===== src/rtl/wb_ext_pkg.sv =====
// Shared types and constants for the external Wishbone arbiter.
package wb_ext_pkg;

    typedef enum logic [1:0] {
        IDLE  = 2'd0,
        BUSY  = 2'd1,
        ABORT = 2'd2
    } arb_state_t;

    localparam int CNT_W = 10;

endpackage


===== src/rtl/wb_ext_rr_arb.sv =====
// Combinational round-robin picker: searches upward from the port after the last owner.
module wb_ext_rr_arb
    import wb_ext_pkg::*;
#(
    parameter int NUM_PORTS = 4,
    parameter int IDX_W     = (NUM_PORTS > 1) ? $clog2(NUM_PORTS) : 1
) (
    input  logic [NUM_PORTS-1:0] req,
    input  logic [IDX_W-1:0]     last,
    output logic [NUM_PORTS-1:0] gnt,
    output logic [IDX_W-1:0]     gnt_idx
);

    logic [IDX_W-1:0] cand;
    logic             found;

    always_comb begin
        gnt     = '0;
        gnt_idx = '0;
        cand    = '0;
        found   = 1'b0;
        for (int i = 1; i <= NUM_PORTS; i++) begin
            cand = IDX_W'((int'(last) + i) % NUM_PORTS);
            if (!found && req[cand]) begin
                gnt[cand] = 1'b1;
                gnt_idx   = cand;
                found     = 1'b1;
            end
        end
    end

endmodule


===== src/rtl/wb_ext_arbiter.sv =====
// Round-robin arbiter folding several Wishbone masters onto one downstream port,
// with a stall watchdog that aborts the cycle when the slave never terminates.
module wb_ext_arbiter
    import wb_ext_pkg::*;
#(
    parameter int NUM_PORTS = 4,
    parameter int TIMEOUT   = 255
) (
    input  logic                   clk,
    input  logic                   rst_n,
    input  logic [NUM_PORTS*32-1:0] m_adr_i,
    input  logic [NUM_PORTS*32-1:0] m_dat_i,
    input  logic [NUM_PORTS*4-1:0]  m_sel_i,
    input  logic [NUM_PORTS*3-1:0]  m_cti_i,
    input  logic [NUM_PORTS*2-1:0]  m_bte_i,
    input  logic [NUM_PORTS-1:0]    m_cyc_i,
    input  logic [NUM_PORTS-1:0]    m_stb_i,
    input  logic [NUM_PORTS-1:0]    m_we_i,
    input  logic [NUM_PORTS-1:0]    m_cab_i,
    output logic [NUM_PORTS-1:0]    m_ack_o,
    output logic [NUM_PORTS-1:0]    m_err_o,
    output logic [NUM_PORTS-1:0]    m_rty_o,
    output logic [NUM_PORTS*32-1:0] m_dat_o,
    output logic [31:0]             s_adr_o,
    output logic [31:0]             s_dat_o,
    output logic [3:0]              s_sel_o,
    output logic                    s_cyc_o,
    output logic                    s_stb_o,
    output logic                    s_we_o,
    output logic                    s_cab_o,
    output logic [2:0]              s_cti_o,
    output logic [1:0]              s_bte_o,
    input  logic                    s_ack_i,
    input  logic                    s_err_i,
    input  logic                    s_rty_i,
    input  logic [31:0]             s_dat_i,
    output logic [NUM_PORTS-1:0]    grant_o
);

    localparam int               IDX_W    = (NUM_PORTS > 1) ? $clog2(NUM_PORTS) : 1;
    localparam logic [CNT_W-1:0] TO_LIMIT = CNT_W'(TIMEOUT - 1);

    arb_state_t           state, state_nxt;
    logic [IDX_W-1:0]     owner, last_owner;
    logic [NUM_PORTS-1:0] grant_q;
    logic [CNT_W-1:0]     stall_cnt;
    logic [NUM_PORTS-1:0] rr_gnt;
    logic [IDX_W-1:0]     rr_idx;
    logic                 own_cyc, own_stb, term, stall, timeout_hit;

    wb_ext_rr_arb #(
        .NUM_PORTS (NUM_PORTS),
        .IDX_W     (IDX_W)
    ) u_rr (
        .req     (m_cyc_i),
        .last    (last_owner),
        .gnt     (rr_gnt),
        .gnt_idx (rr_idx)
    );

    assign own_cyc     = m_cyc_i[owner];
    assign own_stb     = m_stb_i[owner];
    assign term        = s_ack_i | s_err_i | s_rty_i;
    assign stall       = (state == BUSY) && own_cyc && own_stb && !term;
    // A termination in the limit cycle clears stall, so ack wins over timeout.
    assign timeout_hit = stall && (stall_cnt == TO_LIMIT);
    assign grant_o     = grant_q;
    assign m_dat_o     = {NUM_PORTS{s_dat_i}};

    always_comb begin
        state_nxt = state;
        unique case (state)
            IDLE:    if (|m_cyc_i) state_nxt = BUSY;
            BUSY:    if (!own_cyc) state_nxt = IDLE;
                     else if (timeout_hit) state_nxt = ABORT;
            ABORT:   if (!own_cyc) state_nxt = IDLE;
            default: state_nxt = IDLE;
        endcase
    end

    always_comb begin
        s_adr_o = '0;
        s_dat_o = '0;
        s_sel_o = '0;
        s_cti_o = '0;
        s_bte_o = '0;
        s_cyc_o = 1'b0;
        s_stb_o = 1'b0;
        s_we_o  = 1'b0;
        s_cab_o = 1'b0;
        m_ack_o = '0;
        m_err_o = '0;
        m_rty_o = '0;
        if (state == BUSY) begin
            s_adr_o        = m_adr_i[int'(owner)*32 +: 32];
            s_dat_o        = m_dat_i[int'(owner)*32 +: 32];
            s_sel_o        = m_sel_i[int'(owner)*4 +: 4];
            s_cti_o        = m_cti_i[int'(owner)*3 +: 3];
            s_bte_o        = m_bte_i[int'(owner)*2 +: 2];
            s_cyc_o        = own_cyc;
            s_stb_o        = own_stb;
            s_we_o         = m_we_i[owner];
            s_cab_o        = m_cab_i[owner];
            m_ack_o[owner] = s_ack_i;
            m_err_o[owner] = s_err_i | timeout_hit;
            m_rty_o[owner] = s_rty_i;
        end
    end

    always_ff @(posedge clk or negedge rst_n) begin
        if (!rst_n) begin
            state      <= IDLE;
            owner      <= '0;
            last_owner <= IDX_W'(NUM_PORTS - 1);
            grant_q    <= '0;
            stall_cnt  <= '0;
        end else begin
            state <= state_nxt;
            if (state == IDLE && |m_cyc_i) begin
                owner   <= rr_idx;
                grant_q <= rr_gnt;
            end
            if (state != IDLE && state_nxt == IDLE) begin
                last_owner <= owner;
                grant_q    <= '0;
            end
            if (stall && !timeout_hit) stall_cnt <= stall_cnt + CNT_W'(1);
            else                       stall_cnt <= '0;
        end
    end

endmodule


===== config.mk =====
export PLATFORM = sky130hd
export DESIGN_NAME = wb_ext_arbiter
export DESIGN_NICKNAME = d
export VERILOG_FILES = /design/src/rtl/wb_ext_pkg.sv /design/src/rtl/wb_ext_rr_arb.sv /design/src/rtl/wb_ext_arbiter.sv
export SDC_FILE = /design/constraint.sdc
export NUM_CORES = 1
export LEC_CHECK = 0
export ABC_AREA = 1
export CORE_AREA = 2 2 221 223
export CTS_BUF_LIST = sky130_fd_sc_hd__clkbuf_4 sky130_fd_sc_hd__clkbuf_8
export CTS_CLUSTER_DIAMETER = 80
export CTS_CLUSTER_SIZE = 40
export DETAILED_ROUTE_END_ITERATION = 10
export DIE_AREA = 0 0 223 225
export PLACE_DENSITY_LB_ADDON = 0.2
export REMOVE_ABC_BUFFERS = 1
export SETUP_SLACK_MARGIN = 0.1
export SYNTH_ARGS = -nofsm -noshare
export SYNTH_HDL_FRONTEND = slang
export SYNTH_SLANG_ARGS = --single-unit

===== constraint.sdc =====
create_clock -name clk -period 3.06 [get_ports clk]
set_input_delay 0.306 -clock clk [delete_from_list [all_inputs] [get_ports clk]]
set_output_delay 0.306 -clock clk [all_outputs]
set_load 0.01 [all_outputs]

# Word-level counts from Yosys, hierarchy flattened
# Index checks and enable logic that the tools add are counted.
# W data, S select, Z words.
[totals] input_bits=345 reg_bits=20 elab_cells=120
[op_classes] order_cmp=10 n_reduce_logical=25 shift=5 mul=1 eq_ne=3 addsub=5 muxes=57 bitwise=9
[op_table] cell="$shiftx A128 B8 Y32" count=2
[op_table] cell="$mux W32" count=2
[op_table] cell="$mux W4" count=10
[op_table] cell="$mux W1" count=20
[op_table] cell="$mux W2" count=9
[op_table] cell="$bmux W1 S2" count=8
[op_table] cell="$shiftx A16 B5 Y4" count=1
[op_table] cell="$logic_and A1 B1 Y1" count=15
[op_table] cell="$lt A2 B3 Y1 const B" count=5
[op_table] cell="$and A4 B4 Y4" count=3
[op_table] cell="$or A4 B4 Y4" count=3
[op_table] cell="$shiftx A12 B5 Y3" count=1
[op_table] cell="$add A10 B1 Y10 const B" count=1
[op_table] cell="$demux W1 S2" count=5
[op_table] cell="$eq A10 B8 Y1 const B" count=1
[op_table] cell="$ge A2 B1 Y1 const B" count=5
[op_table] cell="$mux W10" count=1
[op_table] cell="$shiftx A8 B4 Y2" count=1
[op_table] cell="$pmux W2 S3" count=1
[op_table] cell="$logic_not A1 Y1" count=5
[op_table] cell="$add A2 B1 Y2 const B" count=2
[op_table] cell="$add A2 B2 Y2 const B" count=2
[op_table] cell="$logic_not A2 Y1" count=2
[op_table] cell="$mul A2 B2 Y4 const B" count=1
[op_table] cell="6 further kinds" count=9

# Depth between registers and ports, before layout
[depth] depth_word=15 ltp_mapped=12 ltp_nobuf=11

# By module
# Synthesis repeated with hierarchy kept, for this count alone.
[hier_totals] cells_unflattened=711 area_unflattened_um2=4591.9
[modules_own_cells] module="wb_ext_arbiter" area_per_inst_um2=4117.7 instances=1 cells_each=636 seq_area_each_um2=503.0
[modules_own_cells] module="wb_ext_rr_arb" area_per_inst_um2=474.2 instances=1 cells_each=75 seq_area_each_um2=0.0

# Worst setup path after synthesis
# No wires, ideal clock.
[synth_path] path_type="register -> register" start="register last_owner[0]" end="register grant_q[0] (netlist: grant_o[0])" stages_incl_launch_ff=11 required_ns=2.942 path_slack_ns=1.221 arrival_ns=1.721 synth_period_minus_slack_ns=1.839 n_path_buf=0 path_cell_list="dfstp_2 inv_2 ha_1 inv_1 nand3_1 nand2_2 nor2_2 a21oi_1 nand3_1 nand2_1 nor2_1"
[synth_between] elab_chain_cells=15
[synth_rtl] element="start, declared" line_no="wb_ext_arbiter.sv:44" text="logic [IDX_W-1:0] owner, last_owner;"
[synth_rtl] element="start signal, assigned" line_no="wb_ext_arbiter.sv:114" text="last_owner <= IDX_W'(NUM_PORTS - 1);"
[synth_rtl] element="start signal, assigned" line_no="wb_ext_arbiter.sv:124" text="last_owner <= owner;"
[synth_rtl] element="branches (longest 12 deep; another with $lt A2 B3 Y1)"
[synth_rtl] element="$mux W4 (*)" line_no="wb_ext_rr_arb.sv:24" text="if (!found && req[cand]) begin"
[synth_rtl] element="$mux W4 (*)" line_no="wb_ext_arbiter.sv:119" text="if (state == IDLE && |m_cyc_i) begin"
[synth_rtl] element="$mux W4 (*)" line_no="wb_ext_arbiter.sv:123" text="if (state != IDLE && state_nxt == IDLE) begin"
[synth_rtl] element="end signal, assigned" line_no="wb_ext_arbiter.sv:121" text="grant_q <= rr_gnt;"
[synth_rtl] element="end, declared" line_no="wb_ext_arbiter.sv:45" text="logic [NUM_PORTS-1:0] grant_q;"
# Mark *: on every way between the ends. The select of a mux whose other input is x is not followed.
# A chain may end at the register's enable or synchronous reset.

# Final worst setup path
[layout_path] start="register owner[1]" end="output port s_adr_o[21]"
[layout_between] elab_chain_cells=2
[layout_rtl] element="start, declared" line_no="wb_ext_arbiter.sv:44"
[layout_rtl] element="start signal, assigned" line_no="wb_ext_arbiter.sv:120" text="owner <= rr_idx;"
[layout_rtl] element="$shiftx A128 B8 Y32" line_no="wb_ext_arbiter.sv:95" text="s_adr_o = m_adr_i[int'(owner)*32 +: 32];"
[layout_rtl] element="$mux W32" line_no="wb_ext_arbiter.sv:94" text="if (state == BUSY) begin"
[layout_rtl] element="end, declared" line_no="wb_ext_arbiter.sv:24" text="output logic [31:0] s_adr_o,"
# Every way passes these cells.

==> run summary <==
Detailed routing
- 4 — TritonRoute pass-1 iters
- 0 — number of routed nets with antenna violations
- 3.96 — post-DR vias/cell
- 0 — post-route DRC violation count
- 38,000 µm — overall routed net length
- 335 — 1st-iter DRT viols
- 24.1 µm — drt wl/cell
- 6,242 — via count

Finish
- clkdlybuf4s50_1 — most common cell after layout, fill and taps aside
- 1,575 — final standard cell count with taps included and fillers excluded
- 5,412 — fill count
- 0 — antenna cell count
- 17.8% — final design utilization
- 1,316 — number of nets in the final layout
- 90.2% — synthesis-to-layout area growth
- 397 x clkdlybuf4s50_1, 135 x nand2_1, 103 x nand3_1, 75 x a22oi_1, 74 x a31oi_1 — top library cells by usage in the layout, fill and taps aside
- 6.46% — share of cells above drive strength 1

Logic synthesis
- 21.7% — share of the synthesized area in the top cell type
- buf_4 — Synth area leader
- 11.3% — sequential-to-total area share from yosys stat
- 0 — Yosys warning count
- 35 — count of distinct cell types in the synthesized netlist
- 0.00446 mm² — area of the mapped netlist
- buf_4 22%, a22oi_1 13%, nand3_1 12% — most area-consuming cells after synthesis
- 709 — count of mapped cells out of synthesis
- 20 — Yosys reg bits
- 6.29 µm² — synthesized area per cell

STA
- false — unrepaired setup endpoints after global routing
- 43.4% — worst rel slew slack
- 91.8% — final worst path period share
- 0 — final setup violating endpoints
- 0.00371 ns — Post-Route Skew
- 0 — count of pins over their slew limit
- 0 — Hold Vio Cnt, Final
- 0.356 GHz — achievable clock frequency
- 0.846 ns — transition time at the pin with the least slew margin
- 2.81 ns — Min Clock Period, post-route

Pwr
- 6.78 mW — total power
- 799 mW/mm² — power density of the placed cells
- 3.00 nW — Leakage
- 0.256 mV — peak ir drop on the vdd network

Clock tree
- built — CTS tree
- 3 — CTS buffer count
- 0.08 ns — register clock-pin slew on the reported worst setup and hold paths
- 0.26 ns — Clk Latency, worst-skew pair
- 1 — H-tree levels
- 2 — number of buffers on the longest clock path
- clkbuf_8 — clock root buffer master
- 20 — number of sinks driven by the clock tree

Floorplan
- 0.0475 mm² — area of the core
- 9.38% — initial core utilization
- 566 — I/O Pins
- 225 µm — Die H
- 0.0502 mm² — full die area
- 80 — count of standard-cell rows
- 223 µm — die width

GRT
- 14.1% — overall track demand over capacity in global routing
- 64 — largest net degree at the start of global routing
- 51,100 µm — global-route wire length before repair
- 4 — antenna violations before repair
- 0 — overflow left after global routing
- 6,478 — vias in the first global route

Critical path
- clkdlybuf4s50_1 — standard cell with the maximum stage delay on the critical path
- output pin — crit end category
- inv_1, nand2_1, inv_2, buf_12, buf_4, a22oi_1, a31oi_1, clkdlybuf4s50_1 — crit path cell chain
- flip-flop — crit start category
- 2.75 ns — WP data required
- 31 — maximum fanout encountered on the critical timing path
- reg -> out — critical path class
- 0.63 ns — maximum cell stage delay along the critical path
- 2.50 ns — critical path arrival

Placed design
- 1,571 — total instance count after detailed placement
- 31,000 µm — HPWL Detailed
- 405 — number of input and output port buffers inserted
- 0.826 — routability congestion estimate from global placement

Hold path
- in -> async — worst min-delay path category

Status
- complete, no violations — run status

Run
- 0 — max_cap viols

## through the flow
stage / area (µm²) / hold slack [ns] / setup slack, ns / setup TNS (ns)
after floorplan: 3280 / 0.0104 / -0.506 / -39.05
after global placement: 8400 / 0.528 / 0.322 / 0
after detailed placement: 8400 / 0.530 / 0.303 / 0
after CTS: 8480 / 0.543 / 0.125 / 0
after global routing: 8480 / 0.565 / 0.105 / 0
final: 8480 / 0.521 / 0.251 / 0
## registers in the layout, indices dropped and copies added, names as in the netlist
register and flops:
owner 2, grant_o 4, last_owner 2, stall_cnt 10, state 2
## timing repair
| item | in CTS | in global routing |
|---|---|---|
| hold buffers | 0 | 0 |
| gates resized for setup | 4 | 2 |
| endpoints found under the setup margin | 2 | 10 |
| buffers inserted | 0 | 0 |
| gates cloned | 0 | 0 |
## final cells by class
| type | instances | area [µm²] | share of cell area, % |
|---|---|---|---|
| repair buffers | 426 | 4350 | 51.3 |
| multi-input cells | 481 | 2670 | 31.5 |
| well taps | 615 | 769 | 9.07 |
| flip-flops and latches | 20 | 508 | 5.99 |
| inverters | 29 | 109 | 1.28 |
| clock buffers | 3 | 41.3 | 0.487 |
| clock inverters | 1 | 30.0 | 0.354 |
## cell usage after synthesis
master and count:
a22oi_1 75, nand3b_2 1, a31oi_2 1, o21ai_1 1, dfrtp_1 18, nor2_2 4, xor2_1 2, nand3_1 103
nand3_2 3, buf_6 1, or2_1 1, a21oi_1 7, nand2_4 1, buf_4 129, nand3b_1 1, inv_2 2
and3_1 1, or2_2 4, dfstp_2 2, buf_2 14, buf_1 8, o21bai_1 2, inv_1 27, nor3_1 5
ha_1 10, nor2_4 4, o21ai_0 3, nand2_2 3, nor2_1 34, nor2_8 1, nand4_1 1, nor3b_1 3
nand2_1 135, a31oi_1 75, clkbuf_1 27
## critical path, delay by kind of cell (launching register included)
family                 cells  cell delay (ns)
buffers and inverters      5             1.34
DFF                        1             0.52
AOI/OAI and AO/OA          2             0.27
and+or+nand+nor            1             0.08
## kinds of logic (layout without fill, tap and decap cells)
group                    count (synthesis)  after routing  share of synthesized area, %
flip-flops                              20             20                          11.3
XOR/XNOR                                 2              2                         0.393
buffers and inverters                  208            459                          28.9
AND/OR/NAND/NOR                        305            305                          31.6
adder cells (fa/ha/maj)                 10             10                          2.81
AO/OA/AOI/OAI                          164            164                          25.0
## report_power, final
group | leakage, nW | switching [mW] | internal [mW]
Sequential | 0.258 | 0.0862 | 0.343
Clock | 0.0357 | 0.0985 | 0.175
Combinational | 2.71 | 3.43 | 2.65
## per-layer routing
layer / share of wire, % / routed length (µm) / global-route usage [%]
met2: 45 / 17100 / 22.4
met3: 10 / 3970 / 6.51
met4: 0.64 / 242 / 1.13
met1: 44 / 16600 / 17.8
met5: 0.37 / 139 / 2.54
## final timing paths
kind | from | to | slack (ns) | cells after the start
min in group clk | stall_cnt[0]$_DFF_PN0_ | stall_cnt[0]$_DFF_PN0_ | 0.54 | 1
hold reg to reg | stall_cnt[0]$_DFF_PN0_ | stall_cnt[0]$_DFF_PN0_ | 0.54 | 1
max in group asynchronous | rst_n | last_owner[1]$_DFFE_PN1P_ | 1.84 | 2
setup reg to reg | last_owner[0]$_DFFE_PN1P_ | owner[0]$_DFFE_PN0P_ | 0.87 | 10
setup / recovery | owner[1]$_DFFE_PN0P_ | s_adr_o[21] | 0.25 | 8
hold / removal | rst_n | stall_cnt[0]$_DFF_PN0_ | 0.52 | 1
Power figures use the tool's default switching activity.
